## src/rtl/serdesphy_pkg.sv

```systemverilog
// Shared RX link-control encodings and default timing constants, reused by CSR decode and benches.
package serdesphy_pkg;

    typedef enum logic [2:0] {
        ST_IDLE       = 3'd0,
        ST_WAIT_LOCK  = 3'd1,
        ST_ALIGN_RST  = 3'd2,
        ST_WAIT_ALIGN = 3'd3,
        ST_LINK_UP    = 3'd4,
        ST_BACKOFF    = 3'd5,
        ST_FAIL       = 3'd6
    } link_state_t;

    localparam logic [15:0] LOCK_TIMEOUT_DEF     = 16'd2400;
    localparam logic [15:0] ALIGN_TIMEOUT_DEF    = 16'd4800;
    localparam logic [15:0] ALIGN_RST_CYCLES_DEF = 16'd4;
    localparam logic [15:0] BACKOFF_CYCLES_DEF   = 16'd240;
    localparam logic [3:0]  MAX_RETRY_DEF        = 4'd3;

    typedef struct packed {
        logic rx_en;
        logic rx_fifo_en;
        logic rx_align_rst;
        logic link_up;
        logic link_fail;
    } link_out_t;

endpackage

```

## src/rtl/serdesphy_rx_link_ctrl.sv

```systemverilog
// RX link bring-up sequencer: CDR lock, align reset, alignment wait, retry with backoff.
// Latency: outputs and link_state update on the same edge, one cycle after the causing input.
// Backpressure: none; link_start is a level request, withdrawal returns to IDLE next cycle.
module serdesphy_rx_link_ctrl
    import serdesphy_pkg::*;
#(
    parameter logic [15:0] LOCK_TIMEOUT     = LOCK_TIMEOUT_DEF,
    parameter logic [15:0] ALIGN_TIMEOUT    = ALIGN_TIMEOUT_DEF,
    parameter logic [15:0] ALIGN_RST_CYCLES = ALIGN_RST_CYCLES_DEF,
    parameter logic [15:0] BACKOFF_CYCLES   = BACKOFF_CYCLES_DEF,
    parameter logic [3:0]  MAX_RETRY        = MAX_RETRY_DEF
) (
    input  logic       clk_24m,
    input  logic       rst_24m,
    input  logic       link_start,
    input  logic       cdr_lock,
    input  logic       rx_aligned,
    input  logic       rx_error,
    output logic       rx_en,
    output logic       rx_fifo_en,
    output logic       rx_align_rst,
    output logic       link_up,
    output logic       link_fail,
    output logic [3:0] retry_count,
    output logic [2:0] link_state
);

    localparam logic [15:0] LOCK_LAST    = LOCK_TIMEOUT - 16'd1;
    localparam logic [15:0] ALIGN_LAST   = ALIGN_TIMEOUT - 16'd1;
    localparam logic [15:0] ARST_LAST    = ALIGN_RST_CYCLES - 16'd1;
    localparam logic [15:0] BACKOFF_LAST = BACKOFF_CYCLES - 16'd1;

    link_state_t state;
    link_state_t state_nxt;
    logic [15:0] timer;
    logic        timer_run;
    link_out_t   outs;
    link_out_t   outs_nxt;

    always_ff @(posedge clk_24m) begin
        if (rst_24m) begin
            state       <= ST_IDLE;
            timer       <= 16'd0;
            retry_count <= 4'd0;
            outs        <= '0;
        end else begin
            state <= state_nxt;
            outs  <= outs_nxt;
            if (state_nxt != state)
                timer <= 16'd0;
            else if (timer_run)
                timer <= timer + 16'd1;
            if (state == ST_IDLE && state_nxt == ST_WAIT_LOCK)
                retry_count <= 4'd0;
            else if (state_nxt == ST_BACKOFF && state != ST_BACKOFF && retry_count != 4'hF)
                retry_count <= retry_count + 4'd1;
        end
    end

    always_comb begin
        timer_run = (state == ST_WAIT_LOCK) || (state == ST_ALIGN_RST) ||
                    (state == ST_WAIT_ALIGN) || (state == ST_BACKOFF);
    end

    // Withdrawal of the request overrides every other condition, including FAIL.
    always_comb begin
        state_nxt = state;
        if (state != ST_IDLE && !link_start) begin
            state_nxt = ST_IDLE;
        end else begin
            case (state)
                ST_IDLE: begin
                    if (link_start) state_nxt = ST_WAIT_LOCK;
                end
                ST_WAIT_LOCK: begin
                    if (cdr_lock)                state_nxt = ST_ALIGN_RST;
                    else if (timer == LOCK_LAST) state_nxt = ST_BACKOFF;
                end
                ST_ALIGN_RST: begin
                    if (!cdr_lock)               state_nxt = ST_BACKOFF;
                    else if (timer == ARST_LAST) state_nxt = ST_WAIT_ALIGN;
                end
                ST_WAIT_ALIGN: begin
                    if (!cdr_lock)                state_nxt = ST_BACKOFF;
                    else if (rx_aligned)          state_nxt = ST_LINK_UP;
                    else if (timer == ALIGN_LAST) state_nxt = ST_BACKOFF;
                end
                ST_LINK_UP: begin
                    if (!cdr_lock || !rx_aligned || rx_error) state_nxt = ST_BACKOFF;
                end
                ST_BACKOFF: begin
                    if (timer == BACKOFF_LAST)
                        state_nxt = (retry_count >= MAX_RETRY) ? ST_FAIL : ST_WAIT_LOCK;
                end
                ST_FAIL: begin
                    state_nxt = ST_FAIL;
                end
                default: state_nxt = ST_IDLE;
            endcase
        end
    end

    // Decoding the next state keeps outputs registered yet aligned with link_state.
    always_comb begin
        outs_nxt = '0;
        case (state_nxt)
            ST_ALIGN_RST: begin
                outs_nxt.rx_en        = 1'b1;
                outs_nxt.rx_align_rst = 1'b1;
            end
            ST_WAIT_ALIGN: outs_nxt.rx_en = 1'b1;
            ST_LINK_UP: begin
                outs_nxt.rx_en      = 1'b1;
                outs_nxt.rx_fifo_en = 1'b1;
                outs_nxt.link_up    = 1'b1;
            end
            ST_FAIL: outs_nxt.link_fail = 1'b1;
            default: outs_nxt = '0;
        endcase
    end

    assign rx_en        = outs.rx_en;
    assign rx_fifo_en   = outs.rx_fifo_en;
    assign rx_align_rst = outs.rx_align_rst;
    assign link_up      = outs.link_up;
    assign link_fail    = outs.link_fail;
    assign link_state   = state;

endmodule

```

## config.mk

```make
export PLATFORM = sky130hd
export DESIGN_NAME = serdesphy_rx_link_ctrl
export DESIGN_NICKNAME = d
export VERILOG_FILES = /design/src/rtl/serdesphy_pkg.sv /design/src/rtl/serdesphy_rx_link_ctrl.sv
export SDC_FILE = /design/constraint.sdc
export NUM_CORES = 1
export LEC_CHECK = 0
export ABC_CLOCK_PERIOD_IN_PS = 6400
export CORE_ASPECT_RATIO = 0.7
export CORE_MARGIN = 10
export CORE_UTILIZATION = 25
export CTS_CLUSTER_SIZE = 10
export DETAILED_ROUTE_END_ITERATION = 12
export GPL_TIMING_DRIVEN = 0
export PLACE_DENSITY_LB_ADDON = 0.15
export SLEW_MARGIN = 5
export SYNTH_ARGS = -nofsm -noshare
export SYNTH_HDL_FRONTEND = slang
export SYNTH_SLANG_ARGS = --single-unit
```

## constraint.sdc

```tcl
create_clock -name clk_24m -period 6.4 [get_ports clk_24m]
set_input_delay 1.28 -clock clk_24m [delete_from_list [all_inputs] [get_ports clk_24m]]
set_output_delay 1.28 -clock clk_24m [all_outputs]
set_load 0.01 [all_outputs]
```

==> results of run 1 <==
==> layout make-up <==
type                    count  share of cell area [%]
repair buffers             17                    8.65
well taps                  78                    4.96
flip-flops and latches     27                    27.5
inverters                   7                    1.34
clock inverters             1                   0.382
multi-input cells         148                    50.7
clock buffers               3                    2.10
plain buffers               7                    4.39
==> cells in the mapped netlist (all sizes together) (3+ instances only) <==
| cell | count |
|---|---|
| o211ai | 3 |
| xnor2 | 5 |
| nor4b | 3 |
| nand2 | 21 |
| nor3 | 21 |
| and3 | 6 |
| inv | 7 |
| dfxtp | 27 |
| nand3 | 8 |
| and4 | 3 |
| or4 | 3 |
| nand4 | 7 |
| nor2 | 8 |
| xor2 | 10 |
| and2 | 3 |
| buf | 5 |
| nor4 | 3 |
| a21oi | 6 |
==> sequential cells by signal, summed over array words and instances (netlist names) <==
register	flops
timer	16
rx_en	1
link_state	3
link_up	1
link_fail	1
rx_align_rst	1
retry_count	4
==> critical path, cell delays in order <==
cell and delay, ps:
clkdlybuf4s50_1 470, inv_1 160, a21oi_1 50, o311ai_0 650
o21ai_0 230, o221ai_1 580, buf_2 350, nor3_1 80
==> power breakdown <==
part / total (mW) / switching [mW] / internal (mW)
sequential: 0.184 / 0.00834 / 0.175
combinational: 0.154 / 0.0928 / 0.0613
clock: 0.102 / 0.0572 / 0.0443
==> path summary, 6_finish.rpt <==
path / from / endpoint / slack, ps / depth (start not counted)
max: cdr_lock / timer[4]$_SDFFE_PP0P_ / 2730 / 8
min reg2reg: retry_count[2]$_SDFFE_PP0P_ / retry_count[2]$_SDFFE_PP0P_ / 530 / 2
max reg2reg: link_state[1]$_SDFF_PP0_ / timer[4]$_SDFFE_PP0P_ / 3600 / 7
min: retry_count[2]$_SDFFE_PP0P_ / retry_count[2]$_SDFFE_PP0P_ / 530 / 2
==> logic make-up after synthesis <==
family	count (synthesis)	synth area share [%]
compound gates	30	15.0
xor+xnor	15	7.96
fa+ha+maj	2	1.52
buf+inv	14	6.82
flops	27	32.8
mux	2	1.21
simple gates	99	34.7
==> metrics by stage <==
step	setup WS [ps]	area (sq um)	utilization, %	hold WS [ps]
floorplan	3500	1650	-	520
global placement	2380	1920	30.4	523
detailed placement	2430	1920	30.4	523
CTS	2730	1970	31.2	537
global route	2430	1970	31.2	553
finish	2730	1970	31.2	533
==> routing by layer <==
metal  track usage (%)  vias to the layer above  share of wire [%]
met1              14.0                      671                 57
met3              3.01                        5                6.1
li1                  -                      746                  -
met5                 0                        -                  0
met4              1.68                        0               0.71
met2              10.7                       26                 36
==> impl_metrics.ini, run 1 <==
[synthesis]
synthesis.nets = 197
synth_cells = 189
synth_area_leader_cell = dfxtp_1
synth-main-ff-cell = dfxtp_1
yosys.area.top_type_share_pct = 32.8
synth_seq_area_share_pct = 32.8
netlist-cell-type-count = 59
synth.top_cells.by_area = dfxtp_1, nor3_1, xor2_1, nand2_1, nand4_1
synth.cell_area_sq_um = 1650
ys.warnings.count = 0
post_synth_edffs = 0
synth_seq_cells = 27
avgSynthCellArea_sq_um = 8.73
synth-async-reset-ratio_pct = 0

[place]
place.port_buffers = 17
routabilityCongestion = 0.795
dp.final_hpwl_microns = 3320
place.detailed.instances = 284

[floorplanning]
initial_util_pct = 26.2
floorplan.rows = 24
die_h_microns = 88.0
core_sq_um = 6310
die_area_sq_um = 10300
dieWidth_microns = 117
ios = 18

[global_route]
vias_in_the_first_global_route = 1380
overall_global_routing_usage_pct = 8.86
grt_first_pass_wirelength_microns = 7260
grt_start_max_net_pins = 17
initial_antenna_violation_count = 0
grt.overflow.total = 0

[detailed_routing]
drt-wirelength-per-cell_microns = 14.7
first_pass_iters = 4
routed-via-count = 1448
drt_first_iter_violations = 118
antenna_left = 0
drt_wl_total_microns = 4240
detail_route.drc_violations = 0
post_drt_via_cell_ratio = 5.03

[layout]
flow.area_growth_from_synthesis_pct = 19.2
fin_nets = 219
proportion_of_layout_cells_with_a_drive_suffix_above_1_pct = 12.9
layout_common_cells = dfxtp_1, nand2_1, nor3_1
fin_cells = 288
total_area_of_multi_input_combinational_cells_sq_um = 997
ff_latch_area_sq_um = 541
number_of_antenna_diodes = 0
mostFrequentLayoutCell = dfxtp_1
layout.filler_cells = 698

[sta]
relSlewSlack_pct = 49.0
finalHoldViolations = 0
slew_violations = 0
least_margin_pin_slew_ps = 756
rsz0062_at_grt = no
totalNegativeSetupSlack_ps = 0
period_minus_slack_ps = 3670
worst_clock_skew_ps = 4.33
final-setup-viol-count = 0
clock.fmax_mhz = 273
post-route-period-util_pct = 57.3

[clocking]
postCtsSetupRepairBufs = 0
clock_tree.htree_level_count = 1
cts_inserted_buffers = 3
skew_pair_late_insertion_delay_ps = 280
clock_path_buffers = 2
cts_hold_buffers = 0
postCtsResizedCells = 0
clock_tree_from_tritoncts = yes
cts.root.buffer_cell = clkbuf_8
clock_sink_count = 27
clk_pin_slew_ps = 100

[power]
static-leakage-power_nw = 0.704
power_mw = 0.439
ir_drop_mv = 0.0787
pwr_density_cell_nw_per_um2 = 223

[worst_setup_path]
worst-endpoint-arrival_ps = 3840
cp-end-kind = flop
worst_ep_required_time_ps = 6570
worst-path-max-fanout = 10
worst-setup-path-type = in2reg
crit_path_start_kind = input port

[min_path]
hp-class = reg2reg

[flow_run]
max_cap_violations = 0

[run_status]
run_status = finished, final reports clean
(Power assumes the default switching activity.)
==> inputs of run 2 (changes only) <==
--- a/config.mk
+++ b/config.mk
@@ -5,7 +5,7 @@
 export SDC_FILE = /design/constraint.sdc
 export NUM_CORES = 1
 export LEC_CHECK = 0
-export ABC_CLOCK_PERIOD_IN_PS = 6400
+export ABC_CLOCK_PERIOD_IN_PS = 3200
 export CORE_ASPECT_RATIO = 0.7
 export CORE_MARGIN = 10
 export CORE_UTILIZATION = 25
==> constraint.sdc (replaced) <==
create_clock -name clk_24m -period 3.2 [get_ports clk_24m]
set_input_delay 0.64 -clock clk_24m [delete_from_list [all_inputs] [get_ports clk_24m]]
set_output_delay 0.64 -clock clk_24m [all_outputs]
set_load 0.01 [all_outputs]
==> run 2 against run 1 <==
Design area up 0.32%. Wire length down 0.35%. Combinational power up 100%. Sequential share of layout area down 0.087 points. Sequential cell count unchanged. Global-route usage unchanged. First-iteration DRC count down 17%. Largest cell class unchanged. Highest routed layer unchanged.
==> impl_metrics.ini, run 2 (synthesis gave the netlist of run 1 again) <==
[layout]
layout.filler_cells = 696
number_of_antenna_diodes = 0
flow.area_growth_from_synthesis_pct = 19.6
fin_nets = 219
largest_register_ffs = 16
layout_common_cells = dfxtp_1, nand2_1, nor3_1
proportion_of_layout_cells_with_a_drive_suffix_above_1_pct = 13.3
regMostFlops = timer
mostFrequentLayoutCell = dfxtp_1

[worst_setup_path]
crit_path_cell_trace = clkdlybuf4s50_1, inv_1, a21oi_1, o311ai_0, o21ai_0, o221ai_2, buf_2, nor3_1
cp_num_cells = 8
critical_path.max_stage_delay_ps = 660
origin_of_the_critical_flop_to_flop_path = link_state[1]$_SDFF_PP0_
cp_num_buf_inv = 3
ff2ff_setup_slack_ps = 550
crit_path_start_kind = input port
worst-path-max-fanout = 10
crit_slowest_cell = o311ai_0
worst-setup-path-type = in2reg
worst-endpoint-arrival_ps = 3030
cp-end-kind = flop
reg2regPathDepth = 7
worst_ep_required_time_ps = 3370
worst_path_dominant_cell_family = compound AO/OA/AOI/OAI gates
timing.rr.end = timer[4]$_SDFFE_PP0P_

[power]
clock_power_share_pct = 22.9
comb_power_share_pct = 35.4
power.net_switching_mw = 0.318
static-leakage-power_nw = 0.705
ir_drop_mv = 0.158
pwr_density_cell_nw_per_um2 = 447
p_int_mw = 0.563
power_mw = 0.881
share_of_total_power_in_sequential_cells_pct = 41.7
swShare_pct = 36.1

[floorplanning]
die_area_sq_um = 10300
floorplan.rows = 24
core_sq_um = 6310
dieWidth_microns = 117
ios = 18
initial_util_pct = 26.2
die_h_microns = 88.0

[detailed_routing]
drt-wirelength-per-cell_microns = 14.7
detail_route.drc_violations = 0
post_drt_via_cell_ratio = 5.06
antenna_left = 0
first_pass_iters = 4
drt_wl_total_microns = 4230
routed-via-count = 1456
drt_first_iter_violations = 98

[min_path]
start_point_of_the_worst_min_delay_path = retry_count[2]$_SDFFE_PP0P_
worstHoldPathCells = 2
hp-class = reg2reg
hold_endpoint = retry_count[2]$_SDFFE_PP0P_

[clocking]
postCtsSetupRepairBufs = 0
cts_inserted_buffers = 3
cts_hold_buffers = 0
clock_tree_from_tritoncts = yes
clock_sink_count = 27
clk_pin_slew_ps = 100
cts.root.buffer_cell = clkbuf_8
postCtsResizedCells = 0
clock_tree.htree_level_count = 1
skew_pair_late_insertion_delay_ps = 280
clock_path_buffers = 2

[run_status]
run_status = finished, final reports clean

[sta]
worst_clock_skew_ps = 4.40
post-route-worst-setup-slack_ps = 344
clock.fmax_mhz = 350
rsz0062_at_grt = no
relSlewSlack_pct = 48.1
final-setup-viol-count = 0
post-route-period-util_pct = 89.3
least_margin_pin_slew_ps = 769
period_minus_slack_ps = 2860
finalHoldViolations = 0
slew_violations = 0

[global_route]
vias_in_the_first_global_route = 1380
overall_global_routing_usage_pct = 8.86
grt_start_max_net_pins = 17
grt_first_pass_wirelength_microns = 7260
grt.overflow.total = 0
initial_antenna_violation_count = 0

[place]
placement.setup.worst_slack_ps = -134
routabilityCongestion = 0.795
dp.final_hpwl_microns = 3320
place.port_buffers = 17

[flow_run]
max_cap_violations = 0
run 2: worst max-delay path by stage:
stage | startpoint | to | slack (ps)
floorplan | cdr_lock | timer[0]$_SDFFE_PP0P_ | 940
global placement | cdr_lock | timer[2]$_SDFFE_PP0P_ | -180
detailed placement | cdr_lock | timer[4]$_SDFFE_PP0P_ | -130
CTS | cdr_lock | timer[4]$_SDFFE_PP0P_ | 170
global route | link_start | timer[7]$_SDFFE_PP0P_ | 60
finish | cdr_lock | timer[4]$_SDFFE_PP0P_ | 340
run 2: tightest hold or removal path, stage by stage (launching register included):
cell	delay, ps
dfxtp_1	360
nand2_1	70
mux2i_1	60
run 2: area by class of cell:
type                            count  area, sq um  area share [%]
Inverter                            7         26.3            1.33
Clock inverter                      1         7.51           0.380
Multi-Input combinational cell    148         1000            50.9
Tap cell                           78         97.6            4.95
Sequential cell                    27          541            27.4
Buffer                              7         86.3            4.38
Clock buffer                        3         41.3            2.09
Timing Repair Buffer               17          170            8.62
run 2: per-stage QoR:
step                      cell area, sq um  util, %  hold slack, ps  TNS (ps)  cells
after floorplan                       1650        -             520         0    189
after global placement                1920     30.4             523     -1720    284
after detailed placement              1920     30.4             523     -1260    284
after CTS                             1970     31.2             537         0    288
after global routing                  1970     31.3             553         0    288
final                                 1970     31.3             533         0    288
run 2: layer usage:
metal | track usage [%] | vias to the layer above | part of all wire (%)
met2 | 10.7 | 26 | 36
met4 | 1.68 | 0 | 0.57
li1 | - | 744 | -
met3 | 3.01 | 2 | 5.4
met5 | 0 | - | 0
met1 | 14.0 | 684 | 58
run 2: power groups by stage:
stage	sequential, mW	combinational, mW	clock (mW)
after floorplan	0.377	0.210	0
after CTS	0.368	0.310	0.216
after global routing	0.370	0.351	0.231
after detailed placement	0.375	0.308	0
after global placement	0.376	0.315	0
final	0.367	0.312	0.202
==> inputs of run 3 (changes only) <==
--- a/config.mk
+++ b/config.mk
@@ -9,11 +9,12 @@
 export CORE_ASPECT_RATIO = 0.7
 export CORE_MARGIN = 10
 export CORE_UTILIZATION = 25
-export CTS_CLUSTER_SIZE = 10
+export CTS_CLUSTER_SIZE = 12
 export DETAILED_ROUTE_END_ITERATION = 12
 export GPL_TIMING_DRIVEN = 0
 export PLACE_DENSITY_LB_ADDON = 0.15
-export SLEW_MARGIN = 5
+export SKIP_CTS_REPAIR_TIMING = 1
+export SLEW_MARGIN = 10
 export SYNTH_ARGS = -nofsm -noshare
 export SYNTH_HDL_FRONTEND = slang
 export SYNTH_SLANG_ARGS = --single-unit
==> results of run 3 <==
Same layout as run 2: the final DEF is identical, and so are final timing and power.
